File: config.mk
export PLATFORM = sky130hd
export DESIGN_NAME = addr_scanner
export DESIGN_NICKNAME = d
export VERILOG_FILES = /design/src/rtl/addr_scanner_pkg.sv /design/src/rtl/addr_scanner_tick_gen.sv /design/src/rtl/addr_scanner.sv
export SDC_FILE = /design/constraint.sdc
export NUM_CORES = 1
export LEC_CHECK = 0
export BUFFER_PORTS_ARGS = -buffer_cell sky130_fd_sc_hd__buf_2
export CAP_MARGIN = 0
export CORE_ASPECT_RATIO = 1.25
export CORE_MARGIN = 2
export CORE_UTILIZATION = 55
export CTS_BUF_LIST = sky130_fd_sc_hd__clkbuf_8
export DETAILED_ROUTE_END_ITERATION = 10
export HOLD_SLACK_MARGIN = 0.05
export PLACE_DENSITY = 0.84
export SLEW_MARGIN = 20
export SYNTH_ARGS = -nofsm -noshare
export SYNTH_HDL_FRONTEND = slang
export SYNTH_HIERARCHICAL = 1
export SYNTH_SLANG_ARGS = --single-unit
File: constraint.sdc
create_clock -name clk -period 2.9 [get_ports clk]
set_input_delay 0.435 -clock clk [delete_from_list [all_inputs] [get_ports clk]]
set_output_delay 0.435 -clock clk [all_outputs]
set_load 0.05 [all_outputs]
File: src/rtl/addr_scanner_pkg.sv
`default_nettype none
// ============================================================================
// Module   : addr_scanner_pkg
// Brief    : Mode encodings and scan-state type shared by the address scanner.
// Revision : 1.0
// ============================================================================
package addr_scanner_pkg;

  localparam logic [1:0] SCAN_RUN  = 2'd0;
  localparam logic [1:0] SCAN_HOLD = 2'd1;
  localparam logic [1:0] SCAN_STEP = 2'd2;

  typedef enum logic [1:0] {
    ST_RUN  = 2'd0,
    ST_HOLD = 2'd1,
    ST_STEP = 2'd2
  } scan_state_e;

  // The unused mode code 3 behaves as HOLD.
  function automatic scan_state_e mode_to_state(input logic [1:0] mode);
    scan_state_e st;
    case (mode)
      SCAN_RUN:  st = ST_RUN;
      SCAN_STEP: st = ST_STEP;
      default:   st = ST_HOLD;
    endcase
    return st;
  endfunction

endpackage
`default_nettype wire

File: src/rtl/addr_scanner_tick_gen.sv
`default_nettype none
// ============================================================================
// Module   : addr_scanner_tick_gen
// Brief    : Clock-enable prescaler with runtime slow/fast select and clear.
// Revision : 1.0
// ============================================================================
module addr_scanner_tick_gen
  import addr_scanner_pkg::*;
#(
  parameter int SLOW_DIV = 100_000_000,
  parameter int FAST_DIV = 25_000_000
) (
  input  logic clk,
  input  logic rst,
  input  logic i_en,
  input  logic i_clr,
  input  logic i_fast,
  output logic o_tick
);

  localparam int MAX_DIV = (SLOW_DIV > FAST_DIV) ? SLOW_DIV : FAST_DIV;
  localparam int CNT_W   = $clog2(MAX_DIV);
  localparam logic [CNT_W-1:0] c_slow_last = CNT_W'(SLOW_DIV - 1);
  localparam logic [CNT_W-1:0] c_fast_last = CNT_W'(FAST_DIV - 1);

  logic [CNT_W-1:0] r_cnt;
  logic [CNT_W-1:0] w_last;
  logic             w_hit;

  assign w_last = i_fast ? c_fast_last : c_slow_last;
  assign w_hit  = i_en & ~i_clr & (r_cnt == w_last);
  assign o_tick = w_hit;

  // Disabled or cleared holds the count at zero so a restart takes a full period.
  always_ff @(posedge clk) begin
    if (rst || !i_en || i_clr || w_hit) begin
      r_cnt <= '0;
    end else begin
      r_cnt <= r_cnt + 1'b1;
    end
  end

endmodule
`default_nettype wire

File: src/rtl/addr_scanner.sv
`default_nettype none
// ============================================================================
// Module   : addr_scanner
// Brief    : Wrapping address sweep over [lo, hi] with run/hold/step modes.
// Revision : 1.0
// ============================================================================
module addr_scanner
  import addr_scanner_pkg::*;
#(
  parameter int ADDR_W   = 5,
  parameter int SLOW_DIV = 100_000_000,
  parameter int FAST_DIV = 25_000_000
) (
  input  logic              clk,
  input  logic              rst,
  input  logic [1:0]        mode,
  input  logic              fast,
  input  logic              dir,
  input  logic              step_btn,
  input  logic [ADDR_W-1:0] lo,
  input  logic [ADDR_W-1:0] hi,
  output logic [ADDR_W-1:0] addr,
  output logic              adv,
  output logic              wrap
);

  scan_state_e       r_state;
  scan_state_e       w_state_nxt;
  logic              w_run_en;
  logic              w_step_en;
  logic              r_fast_q;
  logic              r_step_q;
  logic              w_tick;
  logic              w_step_req;
  logic              w_advance;
  logic              w_in_win;
  logic [ADDR_W-1:0] r_addr;
  logic              r_adv;
  logic              r_wrap;
  logic [ADDR_W-1:0] w_next_addr;
  logic              w_next_wrap;

  always_ff @(posedge clk) begin
    if (rst) begin
      r_state <= mode_to_state(mode);
    end else begin
      r_state <= w_state_nxt;
    end
  end

  always_comb begin
    w_state_nxt = mode_to_state(mode);
    w_run_en    = 1'b0;
    w_step_en   = 1'b0;
    case (r_state)
      ST_RUN:  w_run_en  = 1'b1;
      ST_STEP: w_step_en = 1'b1;
      default: ;
    endcase
  end

  addr_scanner_tick_gen #(
    .SLOW_DIV (SLOW_DIV),
    .FAST_DIV (FAST_DIV)
  ) u_tick_gen (
    .clk    (clk),
    .rst    (rst),
    .i_en   (w_run_en),
    .i_clr  (fast ^ r_fast_q),
    .i_fast (fast),
    .o_tick (w_tick)
  );

  assign w_step_req = step_btn & ~r_step_q;
  assign w_advance  = (w_run_en & w_tick) | (w_step_en & w_step_req);
  assign w_in_win   = (r_addr >= lo) && (r_addr <= hi);

  // An address outside the window re-enters at the bound the sweep heads from.
  always_comb begin
    w_next_addr = r_addr;
    w_next_wrap = 1'b0;
    if (!dir) begin
      if (!w_in_win || (r_addr == hi)) begin
        w_next_addr = lo;
        w_next_wrap = 1'b1;
      end else begin
        w_next_addr = r_addr + 1'b1;
      end
    end else begin
      if (!w_in_win || (r_addr == lo)) begin
        w_next_addr = hi;
        w_next_wrap = 1'b1;
      end else begin
        w_next_addr = r_addr - 1'b1;
      end
    end
  end

  // fast is captured at reset so the first period after reset is not cut short.
  always_ff @(posedge clk) begin
    if (rst) begin
      r_addr   <= lo;
      r_adv    <= 1'b0;
      r_wrap   <= 1'b0;
      r_step_q <= 1'b0;
      r_fast_q <= fast;
    end else begin
      r_step_q <= step_btn;
      r_fast_q <= fast;
      if (lo > hi) begin
        r_addr <= lo;
        r_adv  <= (r_addr != lo);
        r_wrap <= 1'b0;
      end else if (w_advance) begin
        r_addr <= w_next_addr;
        r_adv  <= 1'b1;
        r_wrap <= w_next_wrap;
      end else begin
        r_adv  <= 1'b0;
        r_wrap <= 1'b0;
      end
    end
  end

  assign addr = r_addr;
  assign adv  = r_adv;
  assign wrap = r_wrap;

endmodule
`default_nettype wire

Word-level counts from Yosys, hierarchy flattened --
Index checks and enable logic that the tools add are counted.
Storage, ports and cells: bits in registers 38, input port bits 17, output and inout bits 7, logic and storage cells 56
Operators by class: $add $sub $neg 3, order comparisons 3, equal/unequal tests 6, mux-type cells 15, bitwise gates (word level) 10, reductions and logical operators 12
Operators with widths (number):
- 5-bit two-way mux | 6
- 27-bit by 1-bit adder with 27-bit output (second input constant) | 1
- 27-bit equality test | 1
- 27-bit two-way mux | 1
- 5-bit equality test | 2
- 1-bit two-way mux | 7
- 5-bit by 1-bit adder with 5-bit output (second input constant) | 1
- 1-bit AND | 5
- 5-bit greater-or-equal comparator | 1
- 5-bit > comparator | 1
- 5-bit less-or-equal comparator | 1
- 1-bit logical OR | 5
- 5-bit != test | 1
- 5-bit by 1-bit subtractor with 5-bit output (second input constant) | 1
- 2-bit equality test (second input constant) | 2
- 2-bit zero test | 2
- 2-bit case mux with 2 select lines | 1
- 1-bit inverter | 3
- 3-bit nonzero test | 1
- 3-bit OR reduction | 1
- 1-bit zero test | 2
- 1-bit logical AND | 1
- 1-bit OR | 1
- 1-bit bitwise XOR | 1

Longest topological paths before layout --
Gate-level depths: netlist (run 1).
word-level depth 9, depth in mapped cells 9, gate-level depth less buffers 8

Cells and area by module --
The synthesis (run 1) kept the hierarchy.
By module, submodules not included:
- addr_scanner_tick_gen | instances 1, cells each 155, area an instance 1402.6 sq um, seq. area each 540.5 sq um
- addr_scanner | instances 1, cells each 116, area an instance 1087.3 sq um, seq. area each 270.3 sq um

Worst setup path after synthesis (run 1) --
Ideal clock, no wire load.
kind input to register, start point input fast, end point register r_addr[0], in the netlist addr[0], enable pin, setup time 0.312 ns, data arrival time 2.217 ns, required time 2.588 ns, path slack 0.371 ns, cell stages on the path 8, buffers on the path 1, cell sequence xor2_1 > and4b_1 > nand3_1 > a2111oi_4 > clkbuf_1 > nand2b_1 > a21oi_1 > or2b_1
On the way: cells in the longest elaborated chain, start to end 7, elaborated cells between the ends (all ways) 9, those cells by class eq/ne (1); mux (1); bitwise (6); reduce/logical (1)
Ends and longest elaborated chain:
- start: declaration | line addr_scanner.sv:17 | input logic fast,
- parallel branches: the longest is 3 deep, another holds 27-bit two-way mux
- 1-bit AND (*) | line addr_scanner_tick_gen.sv:31 | assign w_hit = i_en & ~i_clr & (r_cnt == w_last);
- named net w_tick | line addr_scanner.sv:33 | logic w_tick;
- 1-bit AND (*) | line addr_scanner.sv:75 | assign w_advance = (w_run_en & w_tick) | (w_step_en & w_step_req);
- 1-bit OR (*) | line addr_scanner.sv:75
- 3-bit nonzero test (no source line) (*)
- end signal: assignment | line addr_scanner.sv:102 | r_addr <= lo;
- end signal: assignment | line addr_scanner.sv:111 | r_addr <= lo;
- end signal: assignment | line addr_scanner.sv:115 | r_addr <= w_next_addr;
- end: declaration | line addr_scanner.sv:37 | logic [ADDR_W-1:0] r_addr;
Mark *: on every way through the listed nets, which the timed path passes. A chain may end at the register's enable or synchronous reset.

Worst setup path after layout (run 1) --
start point register r_addr[2], in the netlist addr[2], end point register r_addr[1], in the netlist addr[1] (data pin)
On the way: cells in the longest elaborated chain, start to end 9, elaborated cells between the ends (all ways) 14, those cells by class order compare (2); eq/ne (2); mux (6); reduce/logical (4)
Ends and longest elaborated chain:
- 5-bit greater-or-equal comparator or 5-bit less-or-equal comparator (tied branches) | line addr_scanner.sv:76 | assign w_in_win = (r_addr >= lo) && (r_addr <= hi);
- 1-bit logical AND | line addr_scanner.sv:76
- 1-bit zero test | line addr_scanner.sv:83, addr_scanner.sv:90
- 1-bit logical OR (on tied branches) | line addr_scanner.sv:83, addr_scanner.sv:90
- 5-bit two-way mux (on tied branches) | line addr_scanner.sv:83, addr_scanner.sv:90
- 5-bit two-way mux (*) | line addr_scanner.sv:82 | if (!dir) begin
- 5-bit two-way mux (*) | line addr_scanner.sv:114 | end else if (w_advance) begin
- 5-bit two-way mux (*) | line addr_scanner.sv:110 | if (lo > hi) begin
- 5-bit two-way mux (*) | line addr_scanner.sv:101 | if (rst) begin
Every way passes the cells marked *; elsewhere a longest branch is shown, timed or not. The select of a mux whose other input is x is not followed.

==> results of run 1 <==
==> metrics by stage <==
stage	instances	utilization (%)
floorplan	271	-
global placement	341	59.9
detailed placement	341	59.9
CTS	349	61.7
global route	349	61.7
finish	349	61.7
==> placed cells by master, fill, tap and decap left out, drive strengths merged, types with 6 or more instances in the layout <==
master,Yosys,final
dfxtp,33,33
buf,3,24
nor3,19,19
inv,15,18
ha,18,18
nand2,16,16
a211oi,14,14
nand3,13,13
nor2,10,10
xnor2,10,10
xor2,10,10
a21oi,8,8
nand4,7,7
o31ai,7,7
o21ai,7,7
or3,7,7
or4,6,6
and3,6,6
==> registers in the layout, indices dropped and copies added (netlist names) <==
register / flops
addr: 5
adv: 1
r_fast_q: 1
r_state: 2
r_step_q: 1
u_tick_gen/r_cnt: 27
wrap: 1
==> routing by layer <==
| metal | vias to the layer above | track usage [%] | wire (um) | share of wire, % |
|---|---|---|---|---|
| li1 | 1060 | - | - | - |
| met1 | 1003 | 26.2 | 2230 | 41 |
| met2 | 48 | 41.7 | 2820 | 52 |
| met3 | 11 | 4.39 | 217 | 4.0 |
| met4 | 0 | 8.09 | 117 | 2.2 |
| met5 | - | 0 | 0 | 0 |
==> logic make-up after synthesis <==
group | Yosys count | synth area share, %
buffers and inverters | 27 | 4.42
adders and majority gates | 18 | 9.05
muxes | 5 | 2.01
and+or+nand+nor | 110 | 26.8
xor gates and xnor gates | 20 | 7.03
AOI/OAI and AO/OA | 53 | 18.1
DFF | 38 | 32.6
==> worst max-delay path, stage by stage, from the launching register on <==
cell	delay [ns]
edfxtp_1	0.54
ha_1	0.37
a21oi_1	0.23
o221ai_2	0.15
a211oi_4	0.40
nand2_4	0.12
mux2i_1	0.13
o221a_2	0.23
==> how the worst min path moves through the flow <==
stage / start / endpoint
global placement: u_tick_gen/r_cnt[24] / u_tick_gen/r_cnt[24]
CTS: mode[0] / r_state[0]
global route: mode[0] / r_state[0]
floorplan: u_tick_gen/r_cnt[24] / u_tick_gen/r_cnt[24]
finish: mode[0] / r_state[0]
detailed placement: u_tick_gen/r_cnt[24] / u_tick_gen/r_cnt[24]
==> layout make-up <==
cell class	count	area, um^2	share of cell area (%)
Timing Repair Buffer	24	123	4.52
Tap cell	58	72.6	2.68
Clock inverter	3	11.3	0.415
Inverter	15	56.3	2.08
Clock buffer	5	68.8	2.54
Sequential cell	38	811	29.9
Multi-Input combinational cell	206	1570	57.9
==> power by group <==
group          total, W  switching (W)  leakage (nW)  internal (W)
Sequential     0.000587      0.0000289         0.317      0.000558
Clock          0.000336       0.000176        0.0519      0.000160
Combinational  0.000357       0.000213         0.616      0.000143
==> impl_metrics.csv, run 1 <==
group,metric,value,unit
floorplan,start_util,56.7,%
synth,yosysMostFrequentCell,"dfxtp_1",
grt,grt_pass1_wl,9140,um
synth,yosys_warnings,6,
cts,ctsHoldBuffers,0,
cts,root_buffer,"clkbuf_8",
detailed_routing,drc_errors,0,
detailed_routing,drtAntennaViolNets,0,
final_layout,final_area,2710,um^2
synth,synth_area_leader_cell,"dfxtp_1",
synth,synthTopCellsByCount,"33 x dfxtp_1, 19 x nor3_1, 18 x ha_1",
detailed_routing,dr.pass1.iters,4,
grt,antenna_found_initial,0,
timing,whs,0.252,ns
cts,cts_resized,0,
pwr,ir_drop,0.325,mV
grt,grt_use_total,22.8,%
final_layout,syn2layout_area_growth,8.89,%
final_layout,fillCellCount,407,
floorplan,core-area,4390,um^2
synth,ys_types,59,
cts,cts_sinks,38,
timing,final-max-slew-violation-count,0,
detailed_routing,routed_wl,5390,um
timing,fmax,412,MHz
worst_hold_path,worstHoldPathCells,1,
synth,synthFlopType,"dfxtp_1",
timing,fin_skew,0.00739,ns
synth,mappedNetlistNets,306,
floorplan,die_h,79.2,um
synth,synth-edff-count,5,
worst_hold_path,min_path_type,"in2reg",
synth,yosysSeqAreaShare,32.6,%
place,portBuffers,23,
setup_path,worst_setup_path_start_kind,"flip-flop",
final_layout,nets,325,
cts,cts_buffers,5,
floorplan,fp-row-count,27,
setup_path,setup.worst_path.end,"addr[1]",
run,drv_cap,0,
synth,synth_seq_cells,38,
synth,synthTopCellsByArea,"dfxtp_1 27%, ha_1 9.0%, edfxtp_1 6.0%",
timing,fin_crit,2.43,ns
setup_path,r2r_cells,7,
detailed_routing,drtIter0Drc,107,
synth,synthCells,271,
setup_path,arrival,2.47,ns
grt,grt_pass1_vias,2020,
cts,insertion_delay,0.29,ns
timing,finalSetupTns,0,ns
cts,post_cts_buffers,0,
setup_path,crit_start,"addr[2]",
grt,grt_max_degree,28,
timing,rsz0062_at_grt,"false",
place,placed_area,2630,um^2
timing,tightest_slew,0.603,ns
run_status,outcome,"finished clean",
detailed_routing,wl_per_cell,15.5,um
setup_path,worstSetupPathType,"reg2reg",
synth,syn_avg_cell_area,9.19,um^2
final_layout,n_antenna_cell,0,
grt,overflow,0,
setup_path,reg2reg_slack,0.47,ns
setup_path,rr_startpoint,"addr[2]",
timing,max_slew_margin,59.8,%
floorplan,dieArea,5080,um^2
setup_path,path_max_fanout,9,
setup_path,required,2.94,ns
pwr,powerDensity,472,nW/um^2
synth,syn-cell-area,2490,um^2
timing,hold_violations,0,
pwr,power,0.00128,W
floorplan,die_w,64.2,um
detailed_routing,vias,2122,
place,pre_cts_ws,0.483,ns
place,place_congestion,0.859,
final_layout,layout-drive-gt1-share,17.2,%
timing,worst_slack,0.473,ns
pwr,cellLeakagePower,0.984,nW
timing,setup_viol,0,
detailed_routing,via_per_inst,6.08,
floorplan,io_pins,24,
cts,clockBufferDepth,2,
setup_path,end_kind,"flip-flop",
setup_path,r2r_end,"addr[1]",
cts,clk_pin_slew,0.07,ns
place,dpl.hpwl,3910,um
cts,tritoncts,"built",
synth,synth_top_area_share,26.5,%
timing,finalCritPeriodShare,83.7,%
synth,async_reset_ff_share,0,%
cts,cts_max_level,2,
Power figures use the tool's default switching activity.
==> run 2, diff against run 1 <==
- clock period: 2.9 -> 2.49 ns (I/O delays scaled with it)
==> run 2 against run 1 <==
  * Clock-buffer cell count unchanged
  * Setup slack worse by 0.35 ns
  * Via count about the same
  * Largest power group unchanged
  * Die area did not move
==> impl_metrics.csv, run 2 (synthesis gave the netlist of run 1 again) <==
group,metric,value,unit
detailed_routing,routed_wl,5530,um
setup_path,path_buf_inv,0,
final_layout,syn2layout_area_growth,12.4,%
timing,rsz0062_at_grt,"false",
detailed_routing,drtIter0Drc,93,
detailed_routing,drtAntennaViolNets,0,
setup_path,path_max_fanout,5,
grt,grt_pass1_vias,2097,
floorplan,dieArea,5080,um^2
worst_hold_path,worstHoldPathCells,1,
final_layout,finalNonFillerCells,353,
setup_path,crit_chain,"ha_1 -> a21oi_2 -> o221ai_2 -> a211oi_4 -> nand2_4 -> mux2i_1 -> o221a_2",
timing,hold_violations,0,
place,placed_area,2660,um^2
worst_hold_path,min_path_type,"in2reg",
cts,cts_sinks,38,
run,drv_cap,0,
final_layout,final_area,2800,um^2
pwr,cellLeakagePower,1.02,nW
floorplan,io_pins,24,
pwr,ir_drop,0.495,mV
detailed_routing,via_per_inst,6.01,
timing,max_slew_margin,59.0,%
grt,overflow,0,
floorplan,die_h,79.2,um
place,placed_cells,345,
cts,clk_pin_slew,0.07,ns
floorplan,die_w,64.2,um
setup_path,worstSetupPathType,"reg2reg",
place,place_congestion,0.873,
floorplan,core-area,4390,um^2
cts,cts_resized,0,
cts,insertion_delay,0.29,ns
timing,finalSetupTns,0,ns
final_layout,fillCellCount,370,
grt,grt_use_total,23.2,%
timing,fin_skew,0.00829,ns
setup_path,cp_slowest_cell,"edfxtp_1",
setup_path,end_kind,"flip-flop",
pwr,power,0.00174,W
final_layout,final_common_cell,"dfxtp_1",
cts,post_cts_buffers,0,
setup_path,max_stage_delay,0.52,ns
setup_path,required,2.53,ns
final_layout,largest_reg_flops,27,
final_layout,nets,329,
floorplan,fp-row-count,27,
timing,fin_crit,2.37,ns
cts,cts_max_level,2,
pwr,powerDensity,621,nW/um^2
timing,setup_viol,0,
run_status,outcome,"finished clean",
floorplan,start_util,56.7,%
grt,grt_pass1_wl,9350,um
final_layout,layout-drive-gt1-share,19.3,%
detailed_routing,wl_per_cell,15.7,um
cts,clockBufferDepth,2,
cts,cts_buffers,5,
setup_path,path_delay_family,"compound AO/OA/AOI/OAI gates",
setup_path,r2r_cells,7,
detailed_routing,drc_errors,0,
final_layout,utilization,63.7,%
timing,finalCritPeriodShare,95.1,%
setup_path,arrival,2.41,ns
place,portBuffers,23,
setup_path,crit_cells,7,
final_layout,regMostFlops,"u_tick_gen/r_cnt",
timing,final-max-slew-violation-count,0,
setup_path,worst_setup_path_start_kind,"flip-flop",
cts,ctsHoldBuffers,0,
final_layout,final_cell_mix,"33 x dfxtp_1, 23 x buf_2, 19 x nor3_1",
place,dpl.hpwl,4110,um
detailed_routing,dr.pass1.iters,4,
grt,grt_max_degree,28,
cts,root_buffer,"clkbuf_8",
timing,tightest_slew,0.615,ns
final_layout,n_antenna_cell,0,
cts,tritoncts,"built",
detailed_routing,vias,2121,
grt,antenna_found_initial,0,
timing,fmax,423,MHz
==> run 2: cell types whose count changed in the layout (fill, tap and decap cells not counted) <==
cell / delta
clkinv_4: +1
buf_4: +4
inv_1: -3
bufinv_16: +2
==> run 2: metal layers <==
metal / vias up / GRT usage (%) / routed length [um]
li1: 1068 / - / -
met5: - / 0 / 0
met3: 13 / 4.82 / 174
met4: 0 / 6.81 / 98
met1: 1003 / 25.9 / 2310
met2: 37 / 43.5 / 2940
==> run 2: area by class of cell <==
class / instances / area, um^2 / area share [%]
multi-input cells: 206 / 1570 / 56.1
flip-flops and latches: 38 / 811 / 29.0
repair buffers: 28 / 153 / 5.45
well taps: 58 / 72.6 / 2.59
clock buffers: 5 / 68.8 / 2.46
clock inverters: 3 / 68.8 / 2.46
inverters: 15 / 56.3 / 2.01
==> run 2: path summary, 6_finish.rpt <==
kind,startpoint,to,slack [ns]
max,addr[4],addr[1],0.12
min,mode[0],r_state[0],0.19
max reg2reg,addr[4],addr[1],0.12
min reg2reg,u_tick_gen/r_cnt[24],u_tick_gen/r_cnt[24],0.52
==> run 2: stage by stage <==
stage / worst slack (ns) / hold slack (ns)
6_report: 0.123 / 0.194
3_5_place_dp: 0.119 / 0.492
2_1_floorplan: 0.0194 / 0.401
4_1_cts: 0.131 / 0.186
5_1_grt: 0.0187 / 0.174
3_3_place_gp: 0.178 / 0.472
==> run 2: worst register-to-register path, cell delays in order, from the launching register on <==
cell,delay (ns)
edfxtp_1,0.52
ha_1,0.38
a21oi_2,0.18
o221ai_2,0.13
a211oi_4,0.42
nand2_4,0.12
mux2i_1,0.14
o221a_2,0.23
==> run 2: power breakdown <==
part | internal (W) | total, W | switching (W)
sequential | 0.000649 | 0.000676 | 0.0000272
clock | 0.000401 | 0.000620 | 0.000218
combinational | 0.000178 | 0.000442 | 0.000264
total | 0.00123 | 0.00174 | 0.000510
